==> src/rtl/steer_byte_serializer.sv <==
// Captures the eight steering lanes as one word into a small FIFO and replays
// them one byte per cycle, lane 1 first, flagging lane 8 as the last byte.
module steer_byte_serializer #(
    parameter int DEPTH = 2,
    parameter int CNT_W = 16
) (
    input  logic             clock,
    input  logic             reset,
    input  logic             in_valid,
    output logic             in_ready,
    input  logic [7:0]       In1,
    input  logic [7:0]       In2,
    input  logic [7:0]       In3,
    input  logic [7:0]       In4,
    input  logic [7:0]       In5,
    input  logic [7:0]       In6,
    input  logic [7:0]       In7,
    input  logic [7:0]       In8,
    input  logic [2:0]       in_tag,
    output logic             out_valid,
    input  logic             out_ready,
    output logic [7:0]       out_byte,
    output logic             out_last,
    output logic [2:0]       out_tag,
    output logic [CNT_W-1:0] words_done
);

    localparam int PW = (DEPTH > 1) ? $clog2(DEPTH) : 1;
    localparam int CW = $clog2(DEPTH) + 1;
    localparam int EW = 67;
    localparam logic [CW-1:0] DEPTH_C = CW'(DEPTH);

    typedef enum logic {IDLE, SEND} state_t;

    logic [EW-1:0]    mem [DEPTH];
    logic [PW-1:0]    wr_ptr_reg, rd_ptr_reg, rd_addr;
    logic [CW-1:0]    count_reg, count_next;
    logic             in_ready_reg;
    state_t           state_reg, state_next;
    logic [2:0]       idx_reg, idx_next;
    logic [63:0]      word_reg;
    logic [2:0]       tag_reg;
    logic [CNT_W-1:0] words_done_reg;
    logic             push, pop, load_head, load_next;
    logic [7:0]       word_lanes [8];

    genvar gi;
    generate
        for (gi = 0; gi < 8; gi++) begin : g_lane
            assign word_lanes[gi] = word_reg[gi*8 +: 8];
        end
    endgenerate

    assign push = in_valid && in_ready_reg;
    assign pop  = (state_reg == SEND) && out_ready && (idx_reg == 3'd7);

    // The head stays in the FIFO until its last byte is accepted, so the
    // follow-on word sits one slot past the read pointer.
    assign rd_addr = load_next ? rd_ptr_reg + PW'(1) : rd_ptr_reg;

    always_comb begin
        count_next = count_reg;
        case ({push, pop})
            2'b10:   count_next = count_reg + CW'(1);
            2'b01:   count_next = count_reg - CW'(1);
            default: count_next = count_reg;
        endcase
    end

    always_comb begin
        state_next = state_reg;
        idx_next   = idx_reg;
        load_head  = 1'b0;
        load_next  = 1'b0;
        out_valid  = 1'b0;
        out_last   = 1'b0;
        case (state_reg)
            IDLE: begin
                if (count_reg != '0) begin
                    load_head  = 1'b1;
                    idx_next   = 3'd0;
                    state_next = SEND;
                end
            end
            SEND: begin
                out_valid = 1'b1;
                out_last  = (idx_reg == 3'd7);
                if (out_ready) begin
                    if (idx_reg != 3'd7) begin
                        idx_next = idx_reg + 3'd1;
                    end else begin
                        idx_next = 3'd0;
                        if (count_reg > CW'(1)) begin
                            load_next = 1'b1;
                        end else begin
                            state_next = IDLE;
                        end
                    end
                end
            end
            default: state_next = IDLE;
        endcase
    end

    always_ff @(posedge clock) begin
        if (push) begin
            mem[wr_ptr_reg] <= {in_tag, In8, In7, In6, In5, In4, In3, In2, In1};
        end
    end

    always_ff @(posedge clock) begin
        if (reset) begin
            state_reg      <= IDLE;
            idx_reg        <= 3'd0;
            wr_ptr_reg     <= '0;
            rd_ptr_reg     <= '0;
            count_reg      <= '0;
            in_ready_reg   <= 1'b0;
            words_done_reg <= '0;
            word_reg       <= '0;
            tag_reg        <= '0;
        end else begin
            state_reg    <= state_next;
            idx_reg      <= idx_next;
            count_reg    <= count_next;
            in_ready_reg <= (count_next < DEPTH_C);
            if (push) begin
                wr_ptr_reg <= wr_ptr_reg + PW'(1);
            end
            if (pop) begin
                rd_ptr_reg     <= rd_ptr_reg + PW'(1);
                words_done_reg <= words_done_reg + CNT_W'(1);
            end
            if (load_head || load_next) begin
                {tag_reg, word_reg} <= mem[rd_addr];
            end
        end
    end

    assign in_ready   = in_ready_reg;
    assign out_byte   = (state_reg == SEND) ? word_lanes[idx_reg] : 8'h00;
    assign out_tag    = (state_reg == SEND) ? tag_reg : 3'd0;
    assign words_done = words_done_reg;

endmodule

==> config.mk <==
export PLATFORM = sky130hd
export DESIGN_NAME = steer_byte_serializer
export DESIGN_NICKNAME = d
export VERILOG_FILES = /design/src/rtl/steer_byte_serializer.sv
export SDC_FILE = /design/constraint.sdc
export NUM_CORES = 1
export LEC_CHECK = 0
export BUFFER_PORTS_ARGS = -buffer_cell sky130_fd_sc_hd__buf_2
export CAP_MARGIN = 5
export CORE_MARGIN = 5
export CORE_UTILIZATION = 45
export DETAILED_ROUTE_END_ITERATION = 8
export PLACE_DENSITY = 0.66
export SETUP_SLACK_MARGIN = 0.1
export SLEW_MARGIN = 20
export SYNTH_ARGS = -nofsm -noshare
export SYNTH_HDL_FRONTEND = slang
export SYNTH_SLANG_ARGS = --single-unit
==> constraint.sdc <==
create_clock -name clock -period 3.8 [get_ports clock]
set_input_delay 0.38 -clock clock [delete_from_list [all_inputs] [get_ports clock]]
set_output_delay 0.38 -clock clock [all_outputs]
set_load 0.1 [all_outputs]
==> impl_results.html <==
<table>
<tr><th>Metric</th><th>Value</th></tr>
<tr><th colspan="2">STA</th></tr>
<tr><td>Final Slew Violations</td><td>0</td></tr>
<tr><td>Final critical-path required period</td><td>2.72 ns</td></tr>
<tr><td>Relative slew slack</td><td>0.342</td></tr>
<tr><td>Setup Total Neg Slack</td><td>0 ns</td></tr>
<tr><td>Period utilisation layout</td><td>0.715</td></tr>
<tr><td>Setup Skew</td><td>0.0214 ns</td></tr>
<tr><td>Unrepaired setup endpoints after global routing</td><td>false</td></tr>
<tr><td>Final Hold Fails</td><td>0</td></tr>
<tr><td>Slew at the pin with the worst max-slew slack</td><td>0.988 ns</td></tr>
<tr><td>Total setup violations reported at the end of the flow</td><td>0</td></tr>
<tr><td>Maximum clock frequency</td><td>0.368 GHz</td></tr>
<tr><th colspan="2">Worst setup path</th></tr>
<tr><td>Register-to-register path setup slack</td><td>1.15 ns</td></tr>
<tr><td>Signal arrival time at the worst endpoint</td><td>2.34 ns</td></tr>
<tr><td>RR Endpoint</td><td>word_reg[1]$_SDFFE_PP0P_</td></tr>
<tr><td>Crit end category</td><td>primary output</td></tr>
<tr><td>Beginning of the worst register-to-register path</td><td>idx_reg[2]$_SDFFE_PP0P_</td></tr>
<tr><td>Critical path class</td><td>flip-flop to primary output</td></tr>
<tr><td>Critical-path cell list</td><td>buf_4 &gt; mux4_2 &gt; mux2i_1 &gt; nor2_1 &gt; buf_2</td></tr>
<tr><td>Required time of the critical path</td><td>3.42 ns</td></tr>
<tr><td>Cell at the slowest stage of the critical path</td><td>sky130_fd_sc_hd__mux4_2</td></tr>
<tr><td>CP delay by family, top</td><td>multiplexers</td></tr>
<tr><td>Biggest fanout along the worst timing path</td><td>18</td></tr>
<tr><td>Stage delay of the slowest cell on the critical path</td><td>0.60 ns</td></tr>
<tr><td>Startpoint Class</td><td>flip-flop</td></tr>
<tr><td>Worst reg-to-reg path cell count</td><td>6</td></tr>
<tr><td>Buffers and inverters on the worst path</td><td>2</td></tr>
<tr><th colspan="2">Synthesis</th></tr>
<tr><td>Yosys warns</td><td>0</td></tr>
<tr><td>Most frequent cells after synthesis</td><td>sky130_fd_sc_hd__edfxtp_1 (134), sky130_fd_sc_hd__nor2_1 (95), sky130_fd_sc_hd__dfxtp_1 (92)</td></tr>
<tr><td>Post-synth top area share</td><td>0.452</td></tr>
<tr><td>Flip-flop and latch count after synthesis</td><td>226</td></tr>
<tr><td>Synthesized Nets</td><td>783</td></tr>
<tr><td>Synth Area per Inst</td><td>12.6 µm²</td></tr>
<tr><td>Biggest area consumer among synthesized cells</td><td>sky130_fd_sc_hd__edfxtp_1</td></tr>
<tr><td>Most frequent cell after synthesis</td><td>sky130_fd_sc_hd__edfxtp_1</td></tr>
<tr><td>Area of the mapped netlist</td><td>0.00889 mm²</td></tr>
<tr><td>Post-synthesis sequential area ratio</td><td>0.659</td></tr>
<tr><td>Unique cell type count in the Yosys netlist</td><td>41</td></tr>
<tr><td>EDFF count, synth</td><td>134</td></tr>
<tr><td>Largest cells by area after synthesis</td><td>sky130_fd_sc_hd__edfxtp_1 (45%), sky130_fd_sc_hd__dfxtp_1 (21%), sky130_fd_sc_hd__a311oi_1 (6.6%), sky130_fd_sc_hd__nand3_1 (4.2%), sky130_fd_sc_hd__mux4_2 (4.1%)</td></tr>
<tr><td>Synthesized instance count</td><td>704</td></tr>
<tr><td>Main synth FF type</td><td>sky130_fd_sc_hd__edfxtp_1</td></tr>
<tr><td>Share of async-settable or async-resettable flops after synthesis</td><td>0</td></tr>
<tr><th colspan="2">Placed design</th></tr>
<tr><td>Global placer's final weighted congestion</td><td>0.784</td></tr>
<tr><td>Buffers added on ports</td><td>100</td></tr>
<tr><td>HPWL reported at the end of detailed placement</td><td>12800 µm</td></tr>
<tr><td>Area of placed instances</td><td>0.00958 mm²</td></tr>
<tr><th colspan="2">CTS</th></tr>
<tr><td>H-tree depth reported by CTS</td><td>1</td></tr>
<tr><td>Buffer levels on the longest clock path</td><td>3</td></tr>
<tr><td>Clock tree from TritonCTS</td><td>done</td></tr>
<tr><td>Post_cts resized</td><td>0</td></tr>
<tr><td>Clock tree root driver cell</td><td>sky130_fd_sc_hd__clkbuf_16</td></tr>
<tr><td>Inserted Clock Buffers</td><td>24</td></tr>
<tr><td>Clock slew at reported path FFs</td><td>0.06 ns</td></tr>
<tr><td>Insertion delay to the later sink of the worst-skew pair</td><td>0.52 ns</td></tr>
<tr><td>Sinks on the clock net</td><td>226</td></tr>
<tr><td>Number of hold buffers added after cts</td><td>0</td></tr>
<tr><td>Count of buffers added by post-CTS timing repair for setup</td><td>0</td></tr>
<tr><th colspan="2">Floorplan</th></tr>
<tr><td>Floorplan die area</td><td>0.0227 mm²</td></tr>
<tr><td>Die Span Y</td><td>151 µm</td></tr>
<tr><td>Die X-Extent</td><td>151 µm</td></tr>
<tr><td>Number of placement rows</td><td>51</td></tr>
<tr><td>Area of the placeable core</td><td>0.0195 mm²</td></tr>
<tr><td>Initial cell density of the core</td><td>0.457</td></tr>
<tr><td>Num ports</td><td>101</td></tr>
<tr><th colspan="2">Detailed routing</th></tr>
<tr><td>Post-DR vias/cell</td><td>5.67</td></tr>
<tr><td>Average detailed-routed wire length per instance</td><td>19.0 µm</td></tr>
<tr><td>Antenna Nets Post-Route</td><td>0</td></tr>
<tr><td>Number of remaining DRC errors</td><td>0</td></tr>
<tr><td>Detailed-routing iteration count for the pre-antenna-repair pass</td><td>4</td></tr>
<tr><td>Count of vias placed by the detailed router</td><td>6031</td></tr>
<tr><td>Count of routing violations after the opening detailed-route iteration</td><td>451</td></tr>
<tr><td>Total routed wirelength</td><td>20200 µm</td></tr>
<tr><th colspan="2">Final layout</th></tr>
<tr><td>Share of final-layout standard cells stronger than drive strength 1</td><td>0.221</td></tr>
<tr><td>Fill cell count</td><td>1610</td></tr>
<tr><td>Area overhead of the layout relative to synthesis</td><td>16.9%</td></tr>
<tr><td>Final standard cell area without fillers</td><td>0.0104 mm²</td></tr>
<tr><td>Number of nets in the finished design</td><td>859</td></tr>
<tr><td>Largest register FFs</td><td>134</td></tr>
<tr><th colspan="2">Worst hold path</th></tr>
<tr><td>Hold Path Depth</td><td>1</td></tr>
<tr><td>Worst Hold Path EP</td><td>mem[0][21]$_DFFE_PP_</td></tr>
<tr><td>Hold Path Class</td><td>primary input to flip-flop</td></tr>
<tr><td>Hold path startpoint</td><td>In3[5]</td></tr>
<tr><th colspan="2">Power and ir drop</th></tr>
<tr><td>Overall Power</td><td>5400 µW</td></tr>
<tr><td>Power density normalized to cell area</td><td>519 mW/mm²</td></tr>
<tr><td>Maximum vdd drop</td><td>0.000395 V</td></tr>
<tr><td>Static Leak</td><td>0.00368 µW</td></tr>
<tr><th colspan="2">Global route</th></tr>
<tr><td>Antenna violations before repair</td><td>0</td></tr>
<tr><td>Remaining Overflow, GRT</td><td>0</td></tr>
<tr><td>Wire length of the first global-routing pass</td><td>32300 µm</td></tr>
<tr><td>Vias in the first global route</td><td>6103</td></tr>
<tr><td>Maximum number of pins on one net before global-route repair</td><td>105</td></tr>
<tr><td>GRT Resource Usage Total</td><td>0.179</td></tr>
<tr><th colspan="2">Run status</th></tr>
<tr><td>Status</td><td>complete, no violations</td></tr>
<tr><th colspan="2">Flow run</th></tr>
<tr><td>MaxCap Viol Count</td><td>0</td></tr>
</table>
## metrics by stage
step / hold WS (ns) / cells / utilization / worst slack [ns]
3_5_place_dp: 0.492 / 1019 / 0.492 / 1.20
6_report: 0.0462 / 1064 / 0.534 / 1.08
4_1_cts: 0.0275 / 1063 / 0.534 / 1.05
5_1_grt: 0.0249 / 1063 / 0.534 / 0.953
3_3_place_gp: 0.473 / 1019 / 0.492 / 1.12
2_1_floorplan: 0.467 / 704 / - / 0.351
## where the power goes
part           leakage (µW)  total (µW)  switching, µW  internal [µW]
registers           0.00198        2760           50.8           2710
logic               0.00129         282            172            110
clock network      0.000405        2360            918           1440
## cell type report
| cell class | count | area, µm² | area share |
|---|---|---|---|
| inverter | 5 | 18.8 | 0.00180 |
| clock buffer | 34 | 709 | 0.0682 |
| multi-input combinational | 411 | 2730 | 0.263 |
| clock inverter | 10 | 113 | 0.0108 |
| tap | 265 | 332 | 0.0319 |
| timing repair buffer | 112 | 628 | 0.0604 |
| sequential | 226 | 5870 | 0.564 |
| antenna | 1 | 2.50 | 0.000241 |
## kinds of logic after synthesis
logic type	after synthesis	share of synthesized area
flops	226	0.659
simple gates	210	0.111
compound gates	156	0.120
buf+inv	67	0.0359
mux	26	0.0519
xor+xnor	11	0.0108
fa+ha+maj	8	0.0113
## metal layers
layer,part of all wire,wire length (µm),vias up,GRT usage
li1,-,-,2844,-
met1,0.42,8490,2940,0.238
met2,0.49,9820,207,0.300
met3,0.064,1290,40,0.0340
met4,0.028,571,0,0.0562
met5,0,0,-,0
## worst max path at each step
stage	from	endpoint	slack (ns)	depth (start not counted)
finish	idx_reg[0]$_SDFFE_PP0P_	out_byte[2]	1.08	5
global route	idx_reg[0]$_SDFFE_PP0P_	out_byte[2]	0.95	5
CTS	idx_reg[0]$_SDFFE_PP0P_	out_byte[3]	1.05	5
detailed placement	idx_reg[2]$_SDFFE_PP0P_	word_reg[20]$_SDFFE_PP0P_	1.20	6
global placement	idx_reg[2]$_SDFFE_PP0P_	word_reg[12]$_SDFFE_PP0P_	1.12	5
floorplan	in_ready$_SDFF_PP0_	mem[0][0]$_DFFE_PP_	0.35	2
## layout by cell type (no fill, tap or decap), types with 5 or more instances in the layout
| master | count |
|---|---|
| sky130_fd_sc_hd__nand2_1 | 11 |
| sky130_fd_sc_hd__xor2_1 | 6 |
| sky130_fd_sc_hd__buf_2 | 100 |
| sky130_fd_sc_hd__a21oi_1 | 9 |
| sky130_fd_sc_hd__mux2i_1 | 9 |
| sky130_fd_sc_hd__clkbuf_8 | 5 |
| sky130_fd_sc_hd__xnor2_1 | 5 |
| sky130_fd_sc_hd__mux4_2 | 16 |
| sky130_fd_sc_hd__clkinv_2 | 5 |
| sky130_fd_sc_hd__nand3_1 | 74 |
| sky130_fd_sc_hd__clkbuf_16 | 25 |
| sky130_fd_sc_hd__ha_1 | 8 |
| sky130_fd_sc_hd__buf_4 | 9 |
| sky130_fd_sc_hd__o21ai_0 | 67 |
| sky130_fd_sc_hd__a311oi_1 | 67 |
| sky130_fd_sc_hd__dfxtp_1 | 92 |
| sky130_fd_sc_hd__nor2_1 | 94 |
| sky130_fd_sc_hd__edfxtp_1 | 134 |
Power figures use the tool's default switching activity.
